<file path="src/rtl/mem_bridge.sv">
// Bridges a single-cycle processor access strobe onto a four-phase request/acknowledge
// external memory handshake, with two memory-mapped I/O registers and sticky error flags.
module mem_bridge #(
    parameter int unsigned TIMEOUT     = 64,
    parameter logic [11:0] IO_OUT_ADDR = 12'hFFF,
    parameter logic [11:0] IO_IN_ADDR  = 12'hFFE
) (
    input  logic        clk,
    input  logic        rst_n,
    input  logic        cpu_req,
    input  logic        cpu_rw,
    input  logic [11:0] cpu_addr,
    input  logic [15:0] cpu_data,
    output logic [15:0] cpu_q,
    output logic        busy,
    output logic        ext_req,
    output logic        ext_we,
    output logic [11:0] ext_addr,
    output logic [15:0] ext_wdata,
    input  logic        ext_ack,
    input  logic [15:0] ext_rdata,
    input  logic [15:0] io_in,
    output logic [15:0] io_out,
    output logic        err_timeout,
    output logic        err_overrun,
    input  logic        err_clr
);

    typedef enum logic [1:0] {
        IDLE    = 2'd0,
        WAIT    = 2'd1,
        RELEASE = 2'd2
    } state_t;

    localparam logic [7:0] TIMEOUT_LAST = 8'(TIMEOUT - 1);

    state_t     state_r;
    logic [7:0] cnt_r;
    logic       timeout_hit_s;
    logic       overrun_hit_s;

    // Error-flag set events; an acknowledge in the last WAIT cycle takes precedence over timeout
    always_comb begin
        timeout_hit_s = 1'b0;
        overrun_hit_s = 1'b0;
        if (state_r == WAIT && !ext_ack && cnt_r == TIMEOUT_LAST) begin
            timeout_hit_s = 1'b1;
        end else begin
            timeout_hit_s = 1'b0;
        end
        if (cpu_req && state_r != IDLE) begin
            overrun_hit_s = 1'b1;
        end else begin
            overrun_hit_s = 1'b0;
        end
    end

    // Handshake FSM with all outputs registered
    always_ff @(posedge clk or negedge rst_n) begin
        if (!rst_n) begin
            state_r     <= IDLE;
            cnt_r       <= 8'd0;
            busy        <= 1'b0;
            ext_req     <= 1'b0;
            ext_we      <= 1'b0;
            ext_addr    <= 12'h000;
            ext_wdata   <= 16'h0000;
            cpu_q       <= 16'h0000;
            io_out      <= 16'h0000;
            err_timeout <= 1'b0;
            err_overrun <= 1'b0;
        end else begin
            // Set events win over a simultaneous clear
            err_timeout <= timeout_hit_s | (err_timeout & ~err_clr);
            err_overrun <= overrun_hit_s | (err_overrun & ~err_clr);
            case (state_r)
                IDLE: begin
                    if (cpu_req) begin
                        if (cpu_addr == IO_OUT_ADDR) begin
                            if (cpu_rw) begin
                                io_out <= cpu_data;
                            end else begin
                                cpu_q <= 16'h0000;
                            end
                        end else if (cpu_addr == IO_IN_ADDR) begin
                            if (!cpu_rw) begin
                                cpu_q <= io_in;
                            end
                        end else begin
                            ext_addr  <= cpu_addr;
                            ext_wdata <= cpu_data;
                            ext_we    <= cpu_rw;
                            ext_req   <= 1'b1;
                            busy      <= 1'b1;
                            cnt_r     <= 8'd0;
                            state_r   <= WAIT;
                        end
                    end
                end
                WAIT: begin
                    cnt_r <= cnt_r + 8'd1;
                    if (ext_ack) begin
                        if (!ext_we) begin
                            cpu_q <= ext_rdata;
                        end
                        ext_req <= 1'b0;
                        state_r <= RELEASE;
                    end else if (timeout_hit_s) begin
                        if (!ext_we) begin
                            cpu_q <= 16'hFFFF;
                        end
                        ext_req <= 1'b0;
                        state_r <= RELEASE;
                    end
                end
                RELEASE: begin
                    // Wait for the memory to finish its four-phase return to zero
                    if (!ext_ack) begin
                        busy    <= 1'b0;
                        state_r <= IDLE;
                    end
                end
                default: begin
                    ext_req <= 1'b0;
                    busy    <= 1'b0;
                    state_r <= IDLE;
                end
            endcase
        end
    end

endmodule

</file>
<file path="config.mk">
export PLATFORM = sky130hd
export DESIGN_NAME = mem_bridge
export DESIGN_NICKNAME = d
export VERILOG_FILES = /design/src/rtl/mem_bridge.sv
export SDC_FILE = /design/constraint.sdc
export NUM_CORES = 1
export LEC_CHECK = 0
export BUFFER_PORTS_ARGS = -buffer_cell sky130_fd_sc_hd__buf_2
export CAP_MARGIN = 20
export CELL_PAD_IN_SITES_DETAIL_PLACEMENT = 1
export CELL_PAD_IN_SITES_GLOBAL_PLACEMENT = 1
export CORE_ASPECT_RATIO = 1.4
export CORE_MARGIN = 8
export CORE_UTILIZATION = 30
export CTS_CLUSTER_DIAMETER = 200
export CTS_CLUSTER_SIZE = 20
export DETAILED_ROUTE_END_ITERATION = 6
export GPL_TIMING_DRIVEN = 0
export PLACE_DENSITY_LB_ADDON = 0.1
export SETUP_SLACK_MARGIN = 0.1
export SLEW_MARGIN = 20
export SYNTH_ARGS = -nofsm -noshare
export SYNTH_HDL_FRONTEND = slang
export SYNTH_SLANG_ARGS = --single-unit
</file>
<file path="constraint.sdc">
create_clock -name clk -period 2.7 [get_ports clk]
set_input_delay 0.135 -clock clk [delete_from_list [all_inputs] [get_ports clk]]
set_output_delay 0.135 -clock clk [all_outputs]
set_load 0.005 [all_outputs]
</file>
==> results.ini <==
[placement]
placement.io_buffers = 130
dp.cells = 538
place_congestion = 0.719
dp_hpwl_microns = 7860

[die]
die_area_sq_um = 14900
die-width_microns = 105
initial_core_util_pct = 30.9
boundaryPins = 131
die_y_microns = 141
rows = 45
core_sq_um = 10900

[power]
seqPwrFrac_pct = 37.1
clkPwrFrac_pct = 30.8
intPower_mw = 3.36
combinationalPowerShare_pct = 32.2
power.density_nw_per_um2 = 1040
vdd_drop_max_uv = 393
p_leak_nw = 2.22
netSwitchingFraction_pct = 29.4
p_sw_mw = 1.40

[detailed_routing]
routed_wl_microns = 10000
first_iter_violations = 46
num_vias = 2681
drc_errors = 0
detail-route-antenna-nets = 0
drt_pass1_iterations = 4
drt-vias-per-instance = 4.82
drt-wirelength-per-cell_microns = 18.0

[global_routing]
gr-total-overflow = 0
track_usage_pct = 14.0
grt_max_degree = 40
antenna_found_initial = 1
grt_pass1_vias = 3073
grt_pass1_wl_microns = 16300

[clock_tree]
cts.sinks = 75
worstSkewPairLatency_ns = 0.33
cts_root_buf = clkbuf_16
clock_path_buffers = 2
cts-buffers-inserted = 9
cts.clk_slew.worst_paths_ns = 0.06
ctsHtreeMaxLevel = 3
cts_tree = yes

[logic_synthesis]
synth_top_family_by_area = multiplexers
synthTopCellsByCount = 75 x dfrtp_1, 51 x mux2_2, 24 x nand2_1
yosysMostFrequentCell = dfrtp_1
synth-xor-area-share_pct = 0
syn_nets = 333
synthSimpleGateAreaFrac_pct = 10.5
synth_cell_types = 37
async_reset_ff_share_pct = 100
syn_avg_cell_area_sq_um = 12.6
syn_inst = 266
synth_seq_cells = 75
ys.flop_type = dfrtp_1
synth-compound-area-share_pct = 8.83
synth_top_cells_by_area = dfrtp_1 56%, mux2_2 17%, mux2_4 4.5%
synth_edf_count = 0
syn-cell-area_sq_um = 3360
synth_top_cell_by_area = dfrtp_1
synthMuxAreaShare_pct = 21.6
yosys.area_share.adder_pct = 0.373
yosys_warnings = 0
synth_top_area_share_pct = 55.9
yosysSeqAreaShare_pct = 55.9

[final_layout]
layoutNonFillerInstCount = 556
fillers = 1212
utilization_pct = 42.3
syn2layout_area_growth_pct = 37.0
diodes = 0
layout-drive-gt1-share_pct = 51.8
final_nets = 477

[timing]
period_needed_ns = 2.42
timing.fmax_ghz = 0.412
hold_viol_final = 0
max_slew_margin_pct = 46.8
fin_tns_setup_ns = 0
rsz0062_at_grt = no
worst_slew_pin_slew_ns = 0.791
skew_ns = 0.00499
min_period_over_period_pct = 89.8
final-setup-viol-count = 0
slew_viol_final = 0

[setup_path]
regToRegEndpoint = cpu_q[4]
crit_arrival_ns = 2.64
crit_start = state_r[0]
rr_startpoint = state_r[0]
r2r_cells = 5
worst_ep_required_time_ns = 2.92
endpoint = cpu_q[4]
crit_path_start_kind = flop
path_class = reg -> reg
regToRegSetupSlack_ns = 0.28
cp_max_fo = 10
cp-end-kind = flop

[run]
max_cap_viol_count = 0

[run_status]
outcome = complete, no violations

[min_path]
holdCritPathClass = in -> reg
min_path_cells = 2

-- metrics by stage --
stage | hold WS (ns) | power, mW | setup WS (ns) | cell area [sq um]
5_1_grt | 0.0396 | 5.09 | 0.179 | 4600
3_3_place_gp | 0.342 | 3.32 | 0.0441 | 4180
2_1_floorplan | -0.161 | 2.63 | 0.457 | 3360
6_report | 0.0436 | 4.77 | 0.276 | 4600
3_5_place_dp | 0.151 | 3.38 | 0.140 | 4210
4_1_cts | 0.0287 | 4.88 | 0.253 | 4600
-- worst max-delay path: stages, from the launching register on --
cell,delay (ns)
dfrtp_1,0.47
or3b_4,0.46
or4_4,0.57
o32ai_4,0.29
buf_12,0.21
mux2_4,0.31
-- cell families after synthesis --
family,Yosys count
compound gates,43
simple gates,66
fa+ha+maj,1
mux,61
flops,75
buf+inv,20
-- area by class of cell --
| class | count | area, sq um | share of cell area (%) |
|---|---|---|---|
| sequential | 75 | 1880 | 40.8 |
| timing repair buffer | 133 | 693 | 15.1 |
| clock buffer | 10 | 229 | 4.98 |
| clock inverter | 6 | 138 | 2.99 |
| inverter | 7 | 26.3 | 0.571 |
| multi-input combinational | 171 | 1390 | 30.3 |
| buffer | 13 | 67.6 | 1.47 |
| tap | 141 | 176 | 3.84 |
-- power groups by stage --
| stage | Clock [mW] | Sequential (mW) | Combinational (mW) |
|---|---|---|---|
| after floorplan | 0 | 1.79 | 0.840 |
| after global placement | 0 | 1.77 | 1.56 |
| after detailed placement | 0 | 1.79 | 1.58 |
| after CTS | 1.51 | 1.78 | 1.59 |
| after global routing | 1.55 | 1.83 | 1.71 |
| final | 1.47 | 1.77 | 1.53 |
-- cell usage in the layout, fill, tap and decap left out, types with 2 or more instances in the layout --
cell / count
buf_2: 131
dfrtp_1: 75
mux2_2: 51
nand2_1: 24
o22ai_1: 17
nor2b_1: 16
clkbuf_1: 10
mux2_4: 10
o21ai_0: 9
clkbuf_16: 9
inv_1: 7
nand3_1: 7
a21oi_1: 5
bufinv_16: 4
nor2_1: 3
nand4_1: 3
or3_1: 3
buf_12: 2
o41ai_1: 2
o31ai_1: 2
or4_1: 2
clkinv_4: 2
dlygate4sd3_1: 2
-- registers in the layout (all words and copies together) (netlist names) --
name         flops
cpu_q           16
ext_req          1
err_overrun      1
ext_we           1
io_out          16
err_timeout      1
ext_wdata       16
busy             1
state_r          2
cnt_r            8
ext_addr        12
-- routing by layer --
metal,track usage [%],vias to the layer above,wire [microns]
met5,0,-,10
met4,5.43,2,156
met3,5.89,14,827
met2,24.4,82,5210
met1,14.5,1334,3800
li1,-,1249,-
-- what timing repair did --
item / in CTS / in global routing
setup buffers: 0 / 0
hold buffers: 2 / 0
endpoints found under the hold margin: 40 / 0
gates resized for setup: 0 / 0
-- worst min-delay path by stage --
stage	from	end	slack (ns)
floorplan	rst_n	busy	-0.16
global placement	err_clr	err_overrun	0.34
detailed placement	rst_n	cnt_r[4]	0.15
CTS	cpu_data[1]	ext_wdata[1]	0.03
global route	cpu_data[9]	ext_wdata[9]	0.04
finish	cpu_data[1]	ext_wdata[1]	0.04
Note: power is estimated with default switching activity, not from simulation.
